File: config.mk
export PLATFORM = sky130hd
export DESIGN_NAME = music_uart_rx_flat
export DESIGN_NICKNAME = d
export VERILOG_FILES = /design/src/rtl/music_uart_rx_pkg.sv /design/src/rtl/music_uart_rx_if.sv /design/src/rtl/music_uart_rx_fifo.sv /design/src/rtl/music_uart_rx.sv /design/src/flat_wrapper.sv
export SDC_FILE = /design/constraint.sdc
export NUM_CORES = 1
export LEC_CHECK = 0
export CAP_MARGIN = 5
export CORE_MARGIN = 4
export CORE_UTILIZATION = 45
export CTS_CLUSTER_DIAMETER = 80
export DETAILED_ROUTE_END_ITERATION = 12
export MAX_ROUTING_LAYER = met4
export PLACE_DENSITY = 0.61
export REMOVE_ABC_BUFFERS = 1
export SLEW_MARGIN = 20
export SYNTH_ARGS = -nofsm -noshare
export SYNTH_HDL_FRONTEND = slang
export SYNTH_SLANG_ARGS = --single-unit
File: constraint.sdc
create_clock -name clk -period 4.2 [get_ports clk]
set_input_delay 0.84 -clock clk [delete_from_list [all_inputs] [get_ports clk]]
set_output_delay 0.84 -clock clk [all_outputs]
set_load 0.01 [all_outputs]
File: src/rtl/music_uart_rx_pkg.sv
// Shared definitions for the 8N1 UART receive path: FSM states and baud derivation
// (the same derivation the transmitter uses, so one CLK_FREQ/BAUD_RATE pair serves both).
package music_uart_rx_pkg;

  localparam int DATA_BITS = 8;

  typedef enum logic [2:0] {
    ST_IDLE    = 3'd0,
    ST_START   = 3'd1,
    ST_DATA    = 3'd2,
    ST_STOP    = 3'd3,
    ST_RECOVER = 3'd4
  } rx_state_e;

  function automatic int baud_div(input int clk_freq, input int baud_rate);
    return clk_freq / baud_rate;
  endfunction

  function automatic int half_div(input int clk_freq, input int baud_rate);
    return baud_div(clk_freq, baud_rate) / 2;
  endfunction

  // Counter width never collapses to zero, even for degenerate divisors.
  function automatic int cnt_width(input int n);
    return (n > 1) ? $clog2(n) : 1;
  endfunction

endpackage

File: src/rtl/music_uart_rx_if.sv
// Serial-in / byte-out bundle of the UART receiver; the DUT takes the slave view,
// the host logic (or bench) takes the master view.
interface music_uart_rx_if;
  import music_uart_rx_pkg::*;

  logic                 rx;
  logic                 rd_en;
  logic                 err_clr;
  logic [DATA_BITS-1:0] rx_data;
  logic                 rx_valid;
  logic                 busy;
  logic                 frame_err;
  logic                 overflow;

  modport master (
    output rx, rd_en, err_clr,
    input  rx_data, rx_valid, busy, frame_err, overflow
  );

  modport slave (
    input  rx, rd_en, err_clr,
    output rx_data, rx_valid, busy, frame_err, overflow
  );
endinterface

File: src/rtl/music_uart_rx_fifo.sv
// First-word-fall-through synchronous FIFO; a push into a full FIFO succeeds only
// when a pop frees a slot in the same cycle, otherwise it is dropped and flagged.
module music_uart_rx_fifo #(
  parameter int DEPTH = 4,
  parameter int WIDTH = 8
) (
  input  logic             clk,
  input  logic             rst,
  input  logic             push_i,
  input  logic [WIDTH-1:0] data_i,
  input  logic             pop_i,
  output logic [WIDTH-1:0] data_o,
  output logic             valid_o,
  output logic             drop_o
);

  localparam int PTR_W = $clog2(DEPTH);
  localparam int CNT_W = PTR_W + 1;
  localparam logic [PTR_W-1:0] PTR_ONE  = PTR_W'(1);
  localparam logic [CNT_W-1:0] CNT_ONE  = CNT_W'(1);
  localparam logic [CNT_W-1:0] CNT_FULL = CNT_W'(DEPTH);

  logic [WIDTH-1:0] mem_q [DEPTH];
  logic [PTR_W-1:0] wr_ptr_q, wr_ptr_d;
  logic [PTR_W-1:0] rd_ptr_q, rd_ptr_d;
  logic [CNT_W-1:0] count_q, count_d;
  logic             full_s, empty_s, do_push_s, do_pop_s;

  assign full_s    = (count_q == CNT_FULL);
  assign empty_s   = (count_q == {CNT_W{1'b0}});
  assign do_pop_s  = pop_i && !empty_s;
  assign do_push_s = push_i && (!full_s || do_pop_s);
  assign drop_o    = push_i && full_s && !do_pop_s;
  assign valid_o   = !empty_s;
  assign data_o    = empty_s ? {WIDTH{1'b0}} : mem_q[rd_ptr_q];

  // Pointer and occupancy next-state.
  always_comb begin
    wr_ptr_d = wr_ptr_q;
    rd_ptr_d = rd_ptr_q;
    count_d  = count_q;
    if (do_push_s) begin
      wr_ptr_d = wr_ptr_q + PTR_ONE;
    end else begin
      wr_ptr_d = wr_ptr_q;
    end
    if (do_pop_s) begin
      rd_ptr_d = rd_ptr_q + PTR_ONE;
    end else begin
      rd_ptr_d = rd_ptr_q;
    end
    case ({do_push_s, do_pop_s})
      2'b10:   count_d = count_q + CNT_ONE;
      2'b01:   count_d = count_q - CNT_ONE;
      default: count_d = count_q;
    endcase
  end

  // Pointer and occupancy registers.
  always_ff @(posedge clk or negedge rst) begin
    if (!rst) begin
      wr_ptr_q <= {PTR_W{1'b0}};
      rd_ptr_q <= {PTR_W{1'b0}};
      count_q  <= {CNT_W{1'b0}};
    end else begin
      wr_ptr_q <= wr_ptr_d;
      rd_ptr_q <= rd_ptr_d;
      count_q  <= count_d;
    end
  end

  // Storage array; contents are only observable while the FIFO is non-empty.
  always_ff @(posedge clk) begin
    if (do_push_s) begin
      mem_q[wr_ptr_q] <= data_i;
    end
  end

endmodule

File: src/rtl/music_uart_rx.sv
// 8N1 UART receiver: two-flop synchronizer, mid-bit sampling FSM, sticky error flags
// and a small FWFT receive FIFO.
module music_uart_rx #(
  parameter int CLK_FREQ   = 100_000_000,
  parameter int BAUD_RATE  = 9600,
  parameter int FIFO_DEPTH = 4
) (
  input  logic            clk,
  input  logic            rst,
  music_uart_rx_if.slave  bus
);
  import music_uart_rx_pkg::*;

  localparam int BAUD_DIV = baud_div(CLK_FREQ, BAUD_RATE);
  localparam int HALF     = half_div(CLK_FREQ, BAUD_RATE);
  localparam int CNT_W    = cnt_width(BAUD_DIV);
  localparam logic [CNT_W-1:0] CNT_ZERO = {CNT_W{1'b0}};
  localparam logic [CNT_W-1:0] CNT_ONE  = CNT_W'(1);
  localparam logic [CNT_W-1:0] CNT_HALF = CNT_W'(HALF - 1);
  localparam logic [CNT_W-1:0] CNT_LAST = CNT_W'(BAUD_DIV - 1);

  logic [1:0]           sync_q;
  logic                 rx_s;
  rx_state_e            state_q, state_d;
  logic [CNT_W-1:0]     cnt_q, cnt_d;
  logic [2:0]           bit_idx_q, bit_idx_d;
  logic [DATA_BITS-1:0] shreg_q, shreg_d;
  logic                 frame_err_q, frame_err_d;
  logic                 overflow_q, overflow_d;
  logic                 push_s, ferr_set_s, drop_s;

  assign rx_s = sync_q[1];

  // Receive FSM next-state: sample points at half-bit then every full bit period.
  always_comb begin
    state_d    = state_q;
    cnt_d      = cnt_q;
    bit_idx_d  = bit_idx_q;
    shreg_d    = shreg_q;
    push_s     = 1'b0;
    ferr_set_s = 1'b0;
    case (state_q)
      ST_IDLE: begin
        cnt_d     = CNT_ZERO;
        bit_idx_d = 3'd0;
        if (!rx_s) begin
          state_d = ST_START;
        end else begin
          state_d = ST_IDLE;
        end
      end
      ST_START: begin
        if (cnt_q == CNT_HALF) begin
          cnt_d   = CNT_ZERO;
          state_d = rx_s ? ST_IDLE : ST_DATA;
        end else begin
          cnt_d = cnt_q + CNT_ONE;
        end
      end
      ST_DATA: begin
        if (cnt_q == CNT_LAST) begin
          cnt_d              = CNT_ZERO;
          shreg_d[bit_idx_q] = rx_s;
          bit_idx_d          = bit_idx_q + 3'd1;
          state_d            = (bit_idx_q == 3'd7) ? ST_STOP : ST_DATA;
        end else begin
          cnt_d = cnt_q + CNT_ONE;
        end
      end
      ST_STOP: begin
        if (cnt_q == CNT_LAST) begin
          cnt_d      = CNT_ZERO;
          push_s     = rx_s;
          ferr_set_s = !rx_s;
          state_d    = rx_s ? ST_IDLE : ST_RECOVER;
        end else begin
          cnt_d = cnt_q + CNT_ONE;
        end
      end
      ST_RECOVER: begin
        // A held-low line must not be mistaken for a fresh start bit.
        cnt_d = CNT_ZERO;
        if (rx_s) begin
          state_d = ST_IDLE;
        end else begin
          state_d = ST_RECOVER;
        end
      end
      default: begin
        state_d   = ST_IDLE;
        cnt_d     = CNT_ZERO;
        bit_idx_d = 3'd0;
      end
    endcase
  end

  // Sticky flags: a new error event wins over a simultaneous clear.
  always_comb begin
    frame_err_d = frame_err_q;
    overflow_d  = overflow_q;
    if (ferr_set_s) begin
      frame_err_d = 1'b1;
    end else if (bus.err_clr) begin
      frame_err_d = 1'b0;
    end else begin
      frame_err_d = frame_err_q;
    end
    if (drop_s) begin
      overflow_d = 1'b1;
    end else if (bus.err_clr) begin
      overflow_d = 1'b0;
    end else begin
      overflow_d = overflow_q;
    end
  end

  // Synchronizer, FSM and flag registers.
  always_ff @(posedge clk or negedge rst) begin
    if (!rst) begin
      sync_q      <= 2'b11;
      state_q     <= ST_IDLE;
      cnt_q       <= CNT_ZERO;
      bit_idx_q   <= 3'd0;
      shreg_q     <= {DATA_BITS{1'b0}};
      frame_err_q <= 1'b0;
      overflow_q  <= 1'b0;
    end else begin
      sync_q      <= {sync_q[0], bus.rx};
      state_q     <= state_d;
      cnt_q       <= cnt_d;
      bit_idx_q   <= bit_idx_d;
      shreg_q     <= shreg_d;
      frame_err_q <= frame_err_d;
      overflow_q  <= overflow_d;
    end
  end

  music_uart_rx_fifo #(
    .DEPTH (FIFO_DEPTH),
    .WIDTH (DATA_BITS)
  ) u_fifo (
    .clk     (clk),
    .rst     (rst),
    .push_i  (push_s),
    .data_i  (shreg_d),
    .pop_i   (bus.rd_en),
    .data_o  (bus.rx_data),
    .valid_o (bus.rx_valid),
    .drop_o  (drop_s)
  );

  assign bus.busy      = (state_q != ST_IDLE);
  assign bus.frame_err = frame_err_q;
  assign bus.overflow  = overflow_q;

endmodule
File: src/flat_wrapper.sv
// flat-port wrapper written by rule: the top's interface ports become plain ports
module music_uart_rx_flat import music_uart_rx_pkg::*;
#(
  parameter int CLK_FREQ   = 100_000_000,
  parameter int BAUD_RATE  = 9600,
  parameter int FIFO_DEPTH = 4
)
  (clk, rst, bus_rx, bus_rd_en, bus_err_clr, bus_rx_data, bus_rx_valid, bus_busy, bus_frame_err, bus_overflow);
  music_uart_rx_if bus_i ();
  input  logic clk;
  input  logic rst;
  input wire logic [$bits(bus_i.rx)-1:0] bus_rx;
  input wire logic [$bits(bus_i.rd_en)-1:0] bus_rd_en;
  input wire logic [$bits(bus_i.err_clr)-1:0] bus_err_clr;
  output wire logic [$bits(bus_i.rx_data)-1:0] bus_rx_data;
  output wire logic [$bits(bus_i.rx_valid)-1:0] bus_rx_valid;
  output wire logic [$bits(bus_i.busy)-1:0] bus_busy;
  output wire logic [$bits(bus_i.frame_err)-1:0] bus_frame_err;
  output wire logic [$bits(bus_i.overflow)-1:0] bus_overflow;
  assign bus_i.rx = bus_rx;
  assign bus_i.rd_en = bus_rd_en;
  assign bus_i.err_clr = bus_err_clr;
  assign bus_rx_data = bus_i.rx_data;
  assign bus_rx_valid = bus_i.rx_valid;
  assign bus_busy = bus_i.busy;
  assign bus_frame_err = bus_i.frame_err;
  assign bus_overflow = bus_i.overflow;
  music_uart_rx #(.CLK_FREQ(CLK_FREQ), .BAUD_RATE(BAUD_RATE), .FIFO_DEPTH(FIFO_DEPTH)) u_core (.clk(clk), .rst(rst), .bus(bus_i));
endmodule
* Yosys cells after proc, flatten, opt, wreduce, memory -nomap -nowiden
Memory sizes are Yosys's and may differ from the RTL's.
Index checks and enable logic that the tools add are counted.
** Storage, ports and cells
- Output and inout port bits :: 12
- Memories kept :: 1
- Logic and storage cells :: 82
- RAM bits :: 32
- Input bits :: 5
- Bits in registers :: 39
** Memories
- u_core.u_fifo.mem_q :: words 4, width 8, read ports 1, clocked after Yosys merged registers in 0, write ports 1, RTL line music_uart_rx_fifo.sv:23 : logic [WIDTH-1:0] mem_q [DEPTH];
** Cells by class
- Add/sub/neg operators :: 6
- Bitwise operators :: 1
- Muxes and demuxes :: 29
- Equal/unequal tests :: 13
- Order comparisons :: 2
- Reductions and logical operators :: 20
** Operators by type and width (number)
- 14-bit 2-to-1 mux :: 2
- 14-bit case mux with 2 select lines :: 1
- 8-bit 2-to-1 mux :: 3
- 3-bit 2-to-1 mux :: 5
- 3-bit case mux with 5 select lines :: 1
- 14-bit by 1-bit adder with 14-bit output (second input constant) :: 1
- 14-bit by 13-bit == test with 1-bit output (second input constant) :: 1
- 14-bit == test (second input constant) :: 1
- 1-bit 2-to-1 mux :: 12
- 3-bit case mux with 2 select lines :: 2
- 3-bit == test (second input constant) :: 3
- 8-bit bitwise mux :: 1
- 3-bit by 1-bit adder with 3-bit output (second input constant) :: 2
- 3-bit by 2-bit == test with 1-bit output (second input constant) :: 2
- 3-bit logical NOT :: 2
- 2-bit by 1-bit inequality test with 1-bit output (second input constant) :: 3
- 2-bit nonzero test :: 3
- 1-bit logical AND :: 5
- 2-bit by 1-bit adder with 2-bit output (second input constant) :: 2
- 1-bit logical NOT :: 4
- 3-bit by 4-bit < comparator with 1-bit output (second input constant) :: 1
- 1-bit demux with 3-bit select :: 1
- 3-bit by 1-bit == test with 1-bit output (second input constant) :: 1
- 3-bit by 1-bit >= comparator with 1-bit output (second input constant) :: 1
- other kinds (11) :: 11

* Logic depth before layout (Yosys ltp)
Gate-level depths: netlist of run 1.
- Word-level depth :: 7
- Gate-level depth with buffers :: 10

* Hierarchy
Synthesis of run 1 repeated with hierarchy kept, for this count alone.
** Unflattened totals
- Cells, all modules :: 248
- Area total of the unflattened synthesis :: 3347.0 um^2
** By module, submodules not included
- music_uart_rx :: cells each 158, area each 1689.1 um^2, times used 1, sequential area each 803.3 um^2
- music_uart_rx_fifo :: cells each 90, area each 1657.8 um^2, times used 1, sequential area each 1136.1 um^2

* Least setup slack after synthesis of run 1
Ideal clock, no wire load.
- Path type :: register -> register
- From :: register u_core.cnt_q[0]
- To :: register u_core.u_fifo.count_q[2]
- Arrival :: 2818 ps
- Cell stages (with the launch flop) :: 11
- Library setup time :: 131 ps
- Path slack :: 1251 ps
- Required time :: 4069 ps
- Cell sequence :: dfrtp_1 -> ha_1 -> and3_1 -> buf_4 -> and4_1 -> nand2_1 -> nand3_1 -> fa_1 -> o41a_1 -> mux2_2 -> or3_1
** Between the ends
- Word-level cells in the longest chain between the ends :: 6
** RTL lines
- start, declared :: RTL line music_uart_rx.sv:25 : logic [CNT_W-1:0] cnt_q, cnt_d;
- start signal, assigned :: RTL line music_uart_rx.sv:130 : cnt_q <= cnt_d;
- 14-bit == test * :: RTL line music_uart_rx.sv:71 : if (cnt_q == CNT_LAST) begin
- 1-bit 2-to-1 mux * :: RTL line music_uart_rx.sv:71
- 1-bit 2-to-1 mux * :: RTL line music_uart_rx.sv:42 : case (state_q)
- 1-bit logical AND * :: RTL line music_uart_rx_fifo.sv:32 : assign do_push_s = push_i && (!full_s || do_pop_s);
- 2-bit by 1-bit == test with 1-bit output or 2-bit == test (tied branches) :: RTL line music_uart_rx_fifo.sv:52 : case ({do_push_s, do_pop_s})
- 3-bit case mux with 2 select lines or 2-bit nonzero test (tied branches)
- end signal, assigned :: RTL line music_uart_rx_fifo.sv:64 : count_q <= {CNT_W{1'b0}};
- end signal, assigned :: RTL line music_uart_rx_fifo.sv:68 : count_q <= count_d;
- end, declared :: RTL line music_uart_rx_fifo.sv:26 : logic [CNT_W-1:0] count_q, count_d;
Every way passes the cells marked *; elsewhere a longest branch is shown, timed or not.
A chain may end at the register's enable or synchronous reset.

* Final worst setup path of run 1
- From :: register u_core.u_fifo.rd_ptr_q[0]
- To :: output port bus_rx_data[3]
** Between the ends
- Word-level cells in the longest chain between the ends :: 2
** RTL lines
- start, declared :: RTL line music_uart_rx_fifo.sv:25 : logic [PTR_W-1:0] rd_ptr_q, rd_ptr_d;
- start signal, assigned :: RTL line music_uart_rx_fifo.sv:63 : rd_ptr_q <= {PTR_W{1'b0}};
- start signal, assigned :: RTL line music_uart_rx_fifo.sv:67 : rd_ptr_q <= rd_ptr_d;
- memory read 4 x 8 bit
- 8-bit 2-to-1 mux :: RTL line music_uart_rx_fifo.sv:35 : assign data_o = empty_s ? {WIDTH{1'b0}} : mem_q[rd_ptr_q];
- end, declared :: RTL line flat_wrapper.sv:15 : output wire logic [$bits(bus_i.rx_data)-1:0] bus_rx_data;
No other way between the ends.

==> results.sh, run 1 <==
export IMPL_cts_tree="built"
export IMPL_post_synth_top_area_cell="edfxtp_1"
export IMPL_final_setup_viol_count=0
export IMPL_drive_gt1_frac=0.146
export IMPL_slew_headroom=0.406
export IMPL_synth_area_top_cells="edfxtp_1 (29%), dfrtp_1 (28%), mux4_2 (5.5%)"
export IMPL_critPathKind="register to primary output"
export IMPL_dpl_hpwl_mm=3.90
export IMPL_drv_cap=0
export IMPL_worstSetupEndpointType="primary output"
export IMPL_antennaDiodeCount=0
export IMPL_drt_iter0_markers=114
export IMPL_grt_setup_unrepaired="no"
export IMPL_power_internal_w=0.00111
export IMPL_fillers=595
export IMPL_most_common_layout_cells="dfrtp_1 (37), edfxtp_1 (32), nor2_1 (24)"
export IMPL_antenna_found_initial=0
export IMPL_switching_share=0.268
export IMPL_p_switching_w=0.000408
export IMPL_tns_ps=0
export IMPL_vias=2004
export IMPL_rows=30
export IMPL_pwr_share_clk=0.356
export IMPL_min_period_ps=3140
export IMPL_ys_async_sr_fraction=0.549
export IMPL_finClkSkew_ps=11.6
export IMPL_cts_buffer_depth=2
export IMPL_synthDominantCellAreaShare=0.292
export IMPL_yosys_warnings=0
export IMPL_gp_congestion=0.843
export IMPL_post_cts_buffers=0
export IMPL_synth_ff_type="dfrtp_1"
export IMPL_grt_max_degree=40
export IMPL_die_area_sq_mm=0.00876
export IMPL_dr_pass1_iters=4
export IMPL_timing_final_crit_share=0.749
export IMPL_htreeDepth=3
export IMPL_fp_coreArea_sq_mm=0.00694
export IMPL_p_per_area_mw_per_mm2=408
export IMPL_clock_sinks=71
export IMPL_status="complete, no violations"
export IMPL_share_seq_of_total_power=0.529
export IMPL_synth_avg_cell_area_sq_um=12.7
export IMPL_grt_overflow_total=0
export IMPL_final_seq_area_sq_mm=0.00194
export IMPL_yosysSeqAreaShare=0.588
export IMPL_chipHeight_microns=93.6
export IMPL_final_common_cell="dfrtp_1"
export IMPL_use_met3=0.0346
export IMPL_crit_arrival_ps=2300
export IMPL_power_leakage_nw=1.51
export IMPL_grt_pass1_vias=1979
export IMPL_hold_path_class="register to register"
export IMPL_route_detailed_drc=0
export IMPL_place_ws_ps=964
export IMPL_routed_wl_mm=5.84
export IMPL_netlist_area_sq_mm=0.00330
export IMPL_crit_required_ps=3360
export IMPL_path_clk_slew_ps=80
export IMPL_area_growth_pct=13.1
export IMPL_path_max_fanout=10
export IMPL_r2r_slack_ps=1110
export IMPL_initial_core_util=0.475
export IMPL_yosys_register_bits=71
export IMPL_busiest_layer="met2"
export IMPL_netlist_instances=259
export IMPL_maxClockFrequency_mhz=318
export IMPL_slew_viol_final=0
export IMPL_tightest_slew_ps=869
export IMPL_wl_per_cell_microns=15.5
export IMPL_cp_start_kind="register"
export IMPL_synth_edf_count=32
export IMPL_io_pins=17
export IMPL_viasPerCell=5.32
export IMPL_yosysUniqueCellTypes=47
export IMPL_finalHoldViolCount=0
export IMPL_die_x_microns=93.6
export IMPL_grt_first_pass_wirelength_mm=9.96
export IMPL_cts_hold_buf=0
export IMPL_cts_resized=0
export IMPL_clock_latency_ps=340
export IMPL_multi_input_area_sq_mm=0.00127
export IMPL_cts_buffers=9
export IMPL_root_buffer="clkbuf_8"
export IMPL_pwr_share_comb=0.115
export IMPL_setup_slack_ps=1060
export IMPL_ant_nets=0
export IMPL_grt_use_met2=0.222
export IMPL_fin_nets=289
export IMPL_port_buffers=16
export IMPL_track_usage=0.154
export IMPL_ir_worst_vdd_uv=162
export IMPL_globalRouteMet1Util=0.207
power by group through the flow:
stage                     clock (W)  sequential, W  combinational, W
after global placement            0       0.000824          0.000175
after detailed placement          0       0.000824          0.000178
after floorplan                   0       0.000802          0.000127
after global routing       0.000590       0.000818          0.000192
after CTS                  0.000557       0.000809          0.000178
final                      0.000543       0.000805          0.000174
routing by layer:
layer  part of all wire  wire (microns)
met1               0.49            2870
met2               0.46            2700
met3              0.027             157
met4              0.018             108
met5                  0               0
kinds of logic (layout without fill, tap and decap cells):
| group | Yosys count | in the layout | synth area share |
|---|---|---|---|
| flip-flops | 71 | 71 | 0.588 |
| multiplexers | 18 | 18 | 0.0885 |
| buffers and inverters | 21 | 43 | 0.0258 |
| XOR/XNOR | 16 | 16 | 0.0425 |
| AO/OA/AOI/OAI | 24 | 24 | 0.0478 |
| adder cells (fa/ha/maj) | 8 | 8 | 0.0326 |
| AND/OR/NAND/NOR | 101 | 101 | 0.174 |
synth_stat cells, drive strengths merged (3+ instances only):
| cell type | n |
|---|---|
| nor3 | 6 |
| nand4 | 4 |
| or3 | 6 |
| dfrtp | 37 |
| nor2 | 25 |
| edfxtp | 32 |
| nand2 | 10 |
| inv | 11 |
| mux4 | 8 |
| mux2 | 9 |
| nor4 | 5 |
| ha | 7 |
| xor2 | 3 |
| xnor2 | 13 |
| clkbuf | 7 |
| and2 | 14 |
| o21ai | 7 |
| and3 | 5 |
| a21oi | 6 |
| nand3 | 11 |
| buf | 3 |
| nor2b | 3 |
through the flow:
stage	power, W	util	instance area [sq um]	instances	hold WS, ps
2_1_floorplan	0.000929	-	3250	249	345
4_1_cts	0.00154	0.536	3720	377	363
3_5_place_dp	0.00100	0.508	3530	361	351
6_report	0.00152	0.537	3730	377	359
5_1_grt	0.00160	0.537	3730	377	367
3_3_place_gp	0.00100	0.508	3530	361	346
sequential cells by signal, summed over array words and instances, names as in the netlist:
signal,count
u_core.shreg_q,8
u_core.sync_q,2
u_core.bus.frame_err,1
u_core.cnt_q,14
u_core.bus.overflow,1
u_core.bit_idx_q,3
u_core.u_fifo.rd_ptr_q,2
u_core.u_fifo.count_q,3
u_core.state_q,3
u_core.u_fifo.wr_ptr_q,2
u_core.u_fifo.mem_q,32
final timing paths:
path | startpoint | endpoint | depth (start not counted)
max | u_core.u_fifo.rd_ptr_q[0]$_DFFE_PN0P_ | bus_rx_data[3] | 3
min | u_core.sync_q[0]$_DFF_PN1_ | u_core.sync_q[1]$_DFF_PN1_ | 0
max reg2reg | u_core.cnt_q[0]$_DFF_PN0_ | u_core.u_fifo.count_q[2]$_DFFE_PN0P_ | 9
min reg2reg | u_core.sync_q[0]$_DFF_PN1_ | u_core.sync_q[1]$_DFF_PN1_ | 0
max in group asynchronous | rst | u_core.cnt_q[2]$_DFF_PN0_ | 1
min in group asynchronous | rst | u_core.u_fifo.count_q[0]$_DFFE_PN0P_ | 1
cell type report:
class | count | share of cell area
sequential | 71 | 0.520
tap | 96 | 0.0322
multi-input combinational | 167 | 0.342
inverter | 11 | 0.0111
timing repair buffer | 16 | 0.0416
clock inverter | 7 | 0.0195
clock buffer | 9 | 0.0332
critical path, cell delays in order (launching register included):
cell and delay, ps:
dfrtp_1 730, mux4_2 580, and2_1 180, clkdlybuf4s50_1 480
No activity file was read; power rests on OpenSTA's default activity.
==> run 2, diff against run 1 <==
clock period = 2.9 ns   (was 4.2 ns; I/O delays follow)
==> results.sh, run 2 (synthesized netlist as in run 1, its figures left out) <==
export IMPL_dpl_hpwl_mm=4.13
export IMPL_pwr_share_clk=0.397
export IMPL_worstSetupEndpointType="register"
export IMPL_grt_max_degree=40
export IMPL_viasPerCell=5.37
export IMPL_path_clk_slew_ps=80
export IMPL_cp_start_kind="register"
export IMPL_holdWs_ps=336
export IMPL_slew_headroom=0.378
export IMPL_top_regs="u_core.u_fifo.mem_q: 32 flops, u_core.cnt_q: 14 flops, u_core.shreg_q: 8 flops"
export IMPL_cts_hold_buf=0
export IMPL_initial_core_util=0.475
export IMPL_chipHeight_microns=93.6
export IMPL_r2r_slack_ps=130
export IMPL_maxClockFrequency_mhz=361
export IMPL_status="complete, no violations"
export IMPL_antennaDiodeCount=0
export IMPL_dr_pass1_iters=4
export IMPL_p_per_area_mw_per_mm2=622
export IMPL_die_x_microns=93.6
export IMPL_timing_final_crit_share=0.954
export IMPL_ant_nets=0
export IMPL_clock_latency_ps=340
export IMPL_grt_setup_unrepaired="no"
export IMPL_share_seq_of_total_power=0.470
export IMPL_fin_cells=388
export IMPL_placed_area_sq_mm=0.00361
export IMPL_clock_sinks=71
export IMPL_route_detailed_drc=0
export IMPL_drv_cap=0
export IMPL_final_setup_viol_count=0
export IMPL_port_buffers=16
export IMPL_setup_slack_ps=133
export IMPL_rows=30
export IMPL_vias=2084
export IMPL_grt_first_pass_wirelength_mm=10.3
export IMPL_ir_worst_vdd_uv=368
export IMPL_power_leakage_nw=1.59
export IMPL_fin_area_sq_mm=0.00386
export IMPL_gp_congestion=0.768
export IMPL_min_period_ps=2770
export IMPL_r2r_start="u_core.cnt_q[0]$_DFF_PN0_"
export IMPL_final_common_cell="dfrtp_1"
export IMPL_place_ws_ps=124
export IMPL_drt_iter0_markers=116
export IMPL_slew_viol_final=0
export IMPL_hold_path_class="input port to asynchronous set/reset pin"
export IMPL_post_cts_buffers=0
export IMPL_finalHoldViolCount=0
export IMPL_area_growth_pct=17.0
export IMPL_wl_per_cell_microns=15.6
export IMPL_htreeDepth=3
export IMPL_root_buffer="clkbuf_8"
export IMPL_switching_share=0.245
export IMPL_largest_register_ffs=32
export IMPL_fp_coreArea_sq_mm=0.00694
export IMPL_cts_buffer_depth=2
export IMPL_dp_cells=372
export IMPL_crit_required_ps=3130
export IMPL_routed_wl_mm=6.05
export IMPL_r2r_end="u_core.u_fifo.count_q[2]$_DFFE_PN0P_"
export IMPL_top_register="u_core.u_fifo.mem_q"
export IMPL_tightest_slew_ps=909
export IMPL_drive_gt1_frac=0.182
export IMPL_cts_buffers=9
export IMPL_grt_pass1_vias=2069
export IMPL_power_internal_w=0.00181
export IMPL_fin_nets=300
export IMPL_cts_resized=0
export IMPL_track_usage=0.159
export IMPL_antenna_found_initial=0
export IMPL_grt_overflow_total=0
export IMPL_crit_arrival_ps=2990
export IMPL_endpoint="u_core.u_fifo.count_q[2]$_DFFE_PN0P_"
export IMPL_pwr_share_comb=0.133
export IMPL_most_common_layout_cells="dfrtp_1 (37), edfxtp_1 (32), nor2_1 (24)"
export IMPL_die_area_sq_mm=0.00876
export IMPL_r2r_cells=9
export IMPL_tns_ps=0
export IMPL_p_switching_w=0.000586
export IMPL_startpoint="u_core.cnt_q[0]$_DFF_PN0_"
export IMPL_io_pins=17
export IMPL_path_max_fanout=4
export IMPL_finClkSkew_ps=7.92
export IMPL_cts_tree="built"
export IMPL_critPathKind="register to register"
[run 2: changes by cell type in the layout (fill, tap and decap cells not counted)]
cell,delta
clkinv_4,-1
buf_4,+11
bufinv_16,+2
clkinv_1,-1
[run 2: area by class of cell]
| cell class | instances | area, sq um |
|---|---|---|
| clock inverter | 7 | 120 |
| multi-input combinational | 167 | 1270 |
| sequential | 71 | 1940 |
| tap | 96 | 120 |
| timing repair buffer | 27 | 238 |
| fill | 587 | 3090 |
| inverter | 11 | 41.3 |
| clock buffer | 9 | 124 |
[run 2: stage by stage]
| step | power [W] | utilization |
|---|---|---|
| 6_report | 0.00240 | 0.555 |
| 5_1_grt | 0.00251 | 0.555 |
| 4_1_cts | 0.00243 | 0.555 |
| 3_5_place_dp | 0.00147 | 0.520 |
| 3_3_place_gp | 0.00147 | 0.520 |
| 2_1_floorplan | 0.00135 | - |
[run 2: per-layer routing]
metal | up-vias | routed length (microns) | global-route usage
met5 | - | 0 | -
met4 | 0 | 68 | 0.0433
met3 | 7 | 242 | 0.0483
met2 | 29 | 2950 | 0.250
met1 | 1048 | 2790 | 0.203
li1 | 1000 | - | -
[run 2: power by group through the flow]
stage	Sequential (W)	Clock, W	Combinational [W]
after floorplan	0.00116	0	0.000185
after global placement	0.00115	0	0.000321
after detailed placement	0.00115	0	0.000324
after CTS	0.00113	0.000971	0.000326
after global routing	0.00113	0.00102	0.000352
final	0.00113	0.000952	0.000319
[run 2: worst min path at each step]
stage	startpoint	slack [ps]	endpoint
6_report	rst	340	u_core.bus.overflow$_DFFE_PN0P_
5_1_grt	u_core.sync_q[0]$_DFF_PN1_	370	u_core.sync_q[1]$_DFF_PN1_
3_5_place_dp	u_core.sync_q[0]$_DFF_PN1_	350	u_core.sync_q[1]$_DFF_PN1_
2_1_floorplan	rst	280	u_core.bit_idx_q[0]$_DFFE_PN0P_
3_3_place_gp	u_core.sync_q[0]$_DFF_PN1_	350	u_core.sync_q[1]$_DFF_PN1_
4_1_cts	u_core.sync_q[0]$_DFF_PN1_	360	u_core.sync_q[1]$_DFF_PN1_
[run 2: worst max-delay path: stages (launching register included)]
cell and delay, ps:
dfrtp_1 400, ha_1 210, and3_1 190, and4_1 220, nand2_1 90, nand3_1 90, fa_1 420, o41a_1 420
mux2_2 260, or3_1 360
